[src/rtl/pack_can.sv]
// Frame packer: sends up to three identifier-led groups of tagged 12-bit payloads
// as 16-bit words, each framed by a setup/strobe/gap cs cycle.
module pack_can #(
   parameter int ID1     = 513,
   parameter int ID2     = 514,
   parameter int ID3     = 515,
   parameter int T_SETUP = 2,
   parameter int T_HIGH  = 4,
   parameter int T_GAP   = 2
) (
   input  logic        clk,
   input  logic        rst_n,
   input  logic        start,
   input  logic [2:0]  grp_en,
   input  logic [11:0] data1,
   input  logic [11:0] data2,
   input  logic [11:0] data3,
   input  logic [11:0] data4,
   input  logic [11:0] data5,
   input  logic [11:0] data6,
   input  logic [11:0] data7,
   output logic [15:0] word_out,
   output logic        cs,
   output logic        busy,
   output logic        done
);

   localparam int T_MAX = (T_SETUP > T_HIGH) ? ((T_SETUP > T_GAP) ? T_SETUP : T_GAP)
                                             : ((T_HIGH  > T_GAP) ? T_HIGH  : T_GAP);
   localparam int PW = $clog2(T_MAX + 1);

   localparam logic [PW-1:0] SETUP_LAST  = PW'(T_SETUP - 1);
   localparam logic [PW-1:0] HIGH_LAST   = PW'(T_HIGH - 1);
   localparam logic [PW-1:0] GAP_LAST    = PW'(T_GAP - 1);
   localparam logic [PW-1:0] PHASE_ONE   = PW'(1);
   localparam logic [3:0]    IDX_END     = 4'd10;

   typedef enum logic [2:0] {
      S_IDLE,
      S_SETUP,
      S_STROBE,
      S_GAP,
      S_DONE
   } state_t;

   // data1 lives in element 0, data7 in element 6
   typedef logic [6:0][11:0] payload_t;

   state_t        state_q, state_d;
   logic [PW-1:0] phase_q, phase_d;
   logic [3:0]    idx_q, idx_d;
   logic [15:0]   word_q, word_d;
   payload_t      data_q, data_d;
   logic [2:0]    en_q, en_d;

   payload_t      snap;
   logic [3:0]    first_idx;
   logic [3:0]    idx_nxt;

   // Word positions: 0 = ID1, 1..3 = group 1 data, 4 = ID2, 5..7 = group 2 data,
   // 8 = ID3, 9 = group 3 data. Index 10 means "no more words".
   function automatic logic [15:0] word_at(input logic [3:0] idx, input payload_t p);
      logic [15:0] w;
      case (idx)
         4'd0:    w = 16'(ID1);
         4'd1:    w = {2'b00, 2'd1, p[0]};
         4'd2:    w = {2'b00, 2'd2, p[1]};
         4'd3:    w = {2'b00, 2'd3, p[2]};
         4'd4:    w = 16'(ID2);
         4'd5:    w = {2'b00, 2'd1, p[3]};
         4'd6:    w = {2'b00, 2'd2, p[4]};
         4'd7:    w = {2'b00, 2'd3, p[5]};
         4'd8:    w = 16'(ID3);
         4'd9:    w = {2'b00, 2'd1, p[6]};
         default: w = 16'h0000;
      endcase
      return w;
   endfunction

   // Landing on a disabled group's identifier jumps over the whole group.
   function automatic logic [3:0] skip_disabled(input logic [3:0] idx, input logic [2:0] en);
      logic [3:0] r;
      r = idx;
      if (r == 4'd0 && !en[0]) r = 4'd4;
      if (r == 4'd4 && !en[1]) r = 4'd8;
      if (r == 4'd8 && !en[2]) r = IDX_END;
      return r;
   endfunction

   assign snap      = {data7, data6, data5, data4, data3, data2, data1};
   assign first_idx = skip_disabled(4'd0, grp_en);
   assign idx_nxt   = skip_disabled(idx_q + 4'd1, en_q);

   // NOTE: sequential state uses non-blocking assignments so every register
   // samples the pre-edge values regardless of statement order.
   always_ff @(posedge clk or negedge rst_n) begin
      if (!rst_n) begin
         state_q <= S_IDLE;
         phase_q <= '0;
         idx_q   <= '0;
         word_q  <= '0;
         data_q  <= '0;
         en_q    <= '0;
      end else begin
         state_q <= state_d;
         phase_q <= phase_d;
         idx_q   <= idx_d;
         word_q  <= word_d;
         data_q  <= data_d;
         en_q    <= en_d;
      end
   end

   // NOTE: every variable gets a hold default first so no path infers a latch.
   always_comb begin
      state_d = state_q;
      phase_d = phase_q;
      idx_d   = idx_q;
      word_d  = word_q;
      data_d  = data_q;
      en_d    = en_q;
      unique case (state_q)
         S_IDLE: begin
            if (start) begin
               data_d  = snap;
               en_d    = grp_en;
               phase_d = '0;
               idx_d   = first_idx;
               if (grp_en == 3'b000) begin
                  state_d = S_DONE;
               end else begin
                  state_d = S_SETUP;
                  word_d  = word_at(first_idx, snap);
               end
            end
         end
         S_SETUP: begin
            if (phase_q == SETUP_LAST) begin
               phase_d = '0;
               state_d = S_STROBE;
            end else begin
               phase_d = phase_q + PHASE_ONE;
            end
         end
         S_STROBE: begin
            if (phase_q == HIGH_LAST) begin
               phase_d = '0;
               state_d = S_GAP;
            end else begin
               phase_d = phase_q + PHASE_ONE;
            end
         end
         S_GAP: begin
            if (phase_q == GAP_LAST) begin
               phase_d = '0;
               if (idx_nxt == IDX_END) begin
                  state_d = S_DONE;
               end else begin
                  state_d = S_SETUP;
                  idx_d   = idx_nxt;
                  word_d  = word_at(idx_nxt, data_q);
               end
            end else begin
               phase_d = phase_q + PHASE_ONE;
            end
         end
         S_DONE:  state_d = S_IDLE;
         default: state_d = S_IDLE;
      endcase
   end

   // Strobes decode straight from state so reset drops cs without waiting for a clock.
   always_comb begin
      cs   = (state_q == S_STROBE);
      busy = (state_q == S_SETUP) || (state_q == S_STROBE) || (state_q == S_GAP);
      done = (state_q == S_DONE);
   end

   assign word_out = word_q;

endmodule

[config.mk]
export PLATFORM = sky130hd
export DESIGN_NAME = pack_can
export DESIGN_NICKNAME = d
export VERILOG_FILES = /design/src/rtl/pack_can.sv
export SDC_FILE = /design/constraint.sdc
export NUM_CORES = 1
export LEC_CHECK = 0
export ABC_CLOCK_PERIOD_IN_PS = 3450
export BUFFER_PORTS_ARGS = -buffer_cell sky130_fd_sc_hd__buf_2
export CORE_UTILIZATION = 40
export CTS_CLUSTER_SIZE = 10
export DETAILED_ROUTE_END_ITERATION = 10
export HOLD_SLACK_MARGIN = 0.03
export SLEW_MARGIN = 0
export SYNTH_ARGS = -nofsm -noshare
export SYNTH_HDL_FRONTEND = slang
export SYNTH_SLANG_ARGS = --single-unit
[constraint.sdc]
create_clock -name clk -period 3.45 [get_ports clk]
set_input_delay 0.8625 -clock clk [delete_from_list [all_inputs] [get_ports clk]]
set_output_delay 0.8625 -clock clk [all_outputs]
set_load 0.02 [all_outputs]
==> results.sh <==
export IMPL_outcome="completed"
export IMPL_finalNonFillerCells=724
export IMPL_drc_errors=0
export IMPL_synthesis_area_sq_um=5360
export IMPL_cpPeakStageDelay_ns=0.67
export IMPL_path_clk_slew_ns=0.08
export IMPL_crit_chain="ha_1, nor4b_1, nor3_1, o41ai_1, o21ai_0, nor3b_4, a221o_1"
export IMPL_post_place_ws_ns=0.271
export IMPL_fin_ws_ns=0.223
export IMPL_die_area_sq_um=13900
export IMPL_crit_slowest_cell="o41ai_1"
export IMPL_power_leakage_nw=3.00
export IMPL_hp_class="in2async"
export IMPL_grt_pass1_wl_um=20200
export IMPL_crit_type="reg2reg"
export IMPL_cap_viol_max_count=0
export IMPL_end_kind="register"
export IMPL_clock_latency_ns=0.35
export IMPL_io_buffers=106
export IMPL_rsz0062_at_grt="false"
export IMPL_antenna_found_initial=1
export IMPL_wl_per_cell_um=17.1
export IMPL_hold_violations=0
export IMPL_area_growth_pct=19.0
export IMPL_skew_ns=0.0119
export IMPL_n_antenna_cell=0
export IMPL_fmax_mhz=310
export IMPL_power_mw=5.86
export IMPL_ys_flop_type="dfrtp_1"
export IMPL_coreArea_sq_um=12800
export IMPL_layout_commonest_cell="dfrtp_1"
export IMPL_placed_cells=708
export IMPL_worstMarginPinSlew_ns=0.752
export IMPL_finalCritPeriodShare_pct=93.5
export IMPL_postRouteAntennaNets=0
export IMPL_dr_pass1_iters=4
export IMPL_ctsResizeCount=0
export IMPL_synthCells=449
export IMPL_vias=3912
export IMPL_synth_edff_count=0
export IMPL_syn_avg_cell_area_sq_um=11.9
export IMPL_die_w_um=118
export IMPL_first_iter_violations=219
export IMPL_cp_start_kind="register"
export IMPL_min_period_ns=3.23
export IMPL_grt_total_usage_pct=18.8
export IMPL_cp_required_ns=3.69
export IMPL_report_final_slew_viol_count=0
export IMPL_synth_seq_cells=111
export IMPL_via_per_inst=5.40
export IMPL_io_pins=109
export IMPL_async_reset_ff_share_pct=100
export IMPL_clk_path_buf_depth=2
export IMPL_path_max_fanout=12
export IMPL_cts_htree_levels=3
export IMPL_synth_cell_type_count=59
export IMPL_gp_congestion=0.872
export IMPL_setup_viol=0
export IMPL_grt_ovfl_total=0
export IMPL_layout_common_cells="111 x dfrtp_1, 105 x buf_2, 75 x mux2_2"
export IMPL_fill_cells=1183
export IMPL_postCtsSetupRepairBufs=0
export IMPL_die_y_um=118
export IMPL_ir_drop_uv=349
export IMPL_grt_pass1_vias=3976
export IMPL_fp_row_count=41
export IMPL_grt_start_max_net_pins=101
export IMPL_cts_hold_buf=0
export IMPL_cp_arrival_ns=3.46
export IMPL_ys_warn_count=0
export IMPL_final_nets=643
export IMPL_cts_root_buf="clkbuf_16"
export IMPL_initial_core_util_pct=41.8
export IMPL_clkSinkCount=111
export IMPL_drive_gt1_share_pct=38.8
export IMPL_wirelength_um=12400
export IMPL_dpl_hpwl_um=8890
export IMPL_power_density_nw_per_um2=919
export IMPL_cts_tree="yes"
export IMPL_slew_limit_headroom_pct=49.5
export IMPL_final_setup_tns_ns=0
export IMPL_numCtsBuffers=9
export IMPL_synth_seq_area_share_pct=51.9
## where the power goes
part           switching, mW  internal, mW  total, mW
Sequential             0.406          1.92       2.33
Clock                  0.483         0.574       1.06
Combinational           1.26          1.21       2.47
Total                   2.15          3.70       5.86
## state kept, by name (all words and copies together), names as in the netlist
name / flops
idx_q: 4
state_q: 3
word_out: 14
data_q: 84
en_q: 3
phase_q: 3
## cells by family (layout without fill, tap and decap cells)
logic type / Yosys count / in the layout / synth area share (%)
xor+xnor: 3 / 3 / 0.491
fa+ha+maj: 6 / 6 / 1.40
other cells: 1 / 2 / 0.0700
buf+inv: 48 / 150 / 3.81
compound gates: 94 / 94 / 13.5
mux: 98 / 98 / 20.1
simple gates: 88 / 88 / 8.69
flops: 111 / 111 / 51.9
## metal layers
metal	vias up	track usage (%)	wire length, um
met3	15	5.43	838
met2	112	31.4	6030
met1	1946	23.2	5310
met5	-	0	13
li1	1837	-	-
met4	2	6.01	172
## worst paths after layout
path | from | endpoint | slack (ns) | cells past startpoint
max in group asynchronous | rst_n | data_q[63]$_DFFE_PN0P_ | 2.22 | 2
max | idx_q[0]$_DFFE_PN0P_ | word_out[1]$_DFFE_PN0P_ | 0.22 | 7
min reg2reg | data_q[11]$_DFFE_PN0P_ | data_q[11]$_DFFE_PN0P_ | 0.51 | 1
max reg2reg | idx_q[0]$_DFFE_PN0P_ | word_out[1]$_DFFE_PN0P_ | 0.22 | 7
min in group clk | data_q[11]$_DFFE_PN0P_ | data_q[11]$_DFFE_PN0P_ | 0.51 | 1
min | rst_n | data_q[72]$_DFFE_PN0P_ | 0.46 | 1
## worst max-delay path, delay by kind of cell, from the launching register on
family                   cells  cell delay [ns]
flip-flops                   1             0.48
AND/OR/NAND/NOR              3             1.00
adder cells (fa/ha/maj)      1             0.48
AO/OA/AOI/OAI                3             1.16
## synthesized netlist by cell type (4+ instances only)
master     instances  area share, %
o21ai_0           17            1.6
nand2_1           32            2.2
nor3_1             6           0.56
ha_1               6            1.4
clkbuf_1          16            1.1
a211oi_1           4           0.56
buf_2              7           0.65
a21oi_1            8           0.75
dfrtp_1          111             52
a211o_1           10            1.6
inv_1             20            1.4
nor2_1            14           0.98
a22o_1            10            1.6
o22ai_1           10            1.2
nor2b_1            6           0.70
mux2_2            75             16
mux2i_1           20            3.7
nand3_1            4           0.37
o2bb2ai_1          9            1.5
## layout make-up
type                            instances  area (sq um)  share of cell area, %
Sequential cell                       111          2780                   43.6
Inverter                               20          75.1                   1.18
Clock buffer                           11           233                   3.65
Clock inverter                          5          63.8                   1.00
Tap cell                              172           215                   3.38
Multi-Input combinational cell        291          2390                   37.5
Timing Repair Buffer                  114           618                   9.70
## per-stage QoR
| step | cell area [sq um] | hold WS (ns) | util (%) |
|---|---|---|---|
| after floorplan | 5360 | 0.472 | - |
| after detailed placement | 6080 | 0.491 | 47.4 |
| after global placement | 6080 | 0.489 | 47.4 |
| after CTS | 6370 | 0.467 | 49.7 |
| after global routing | 6370 | 0.479 | 49.7 |
| final | 6370 | 0.456 | 49.7 |
No activity file was read; power rests on OpenSTA's default activity.
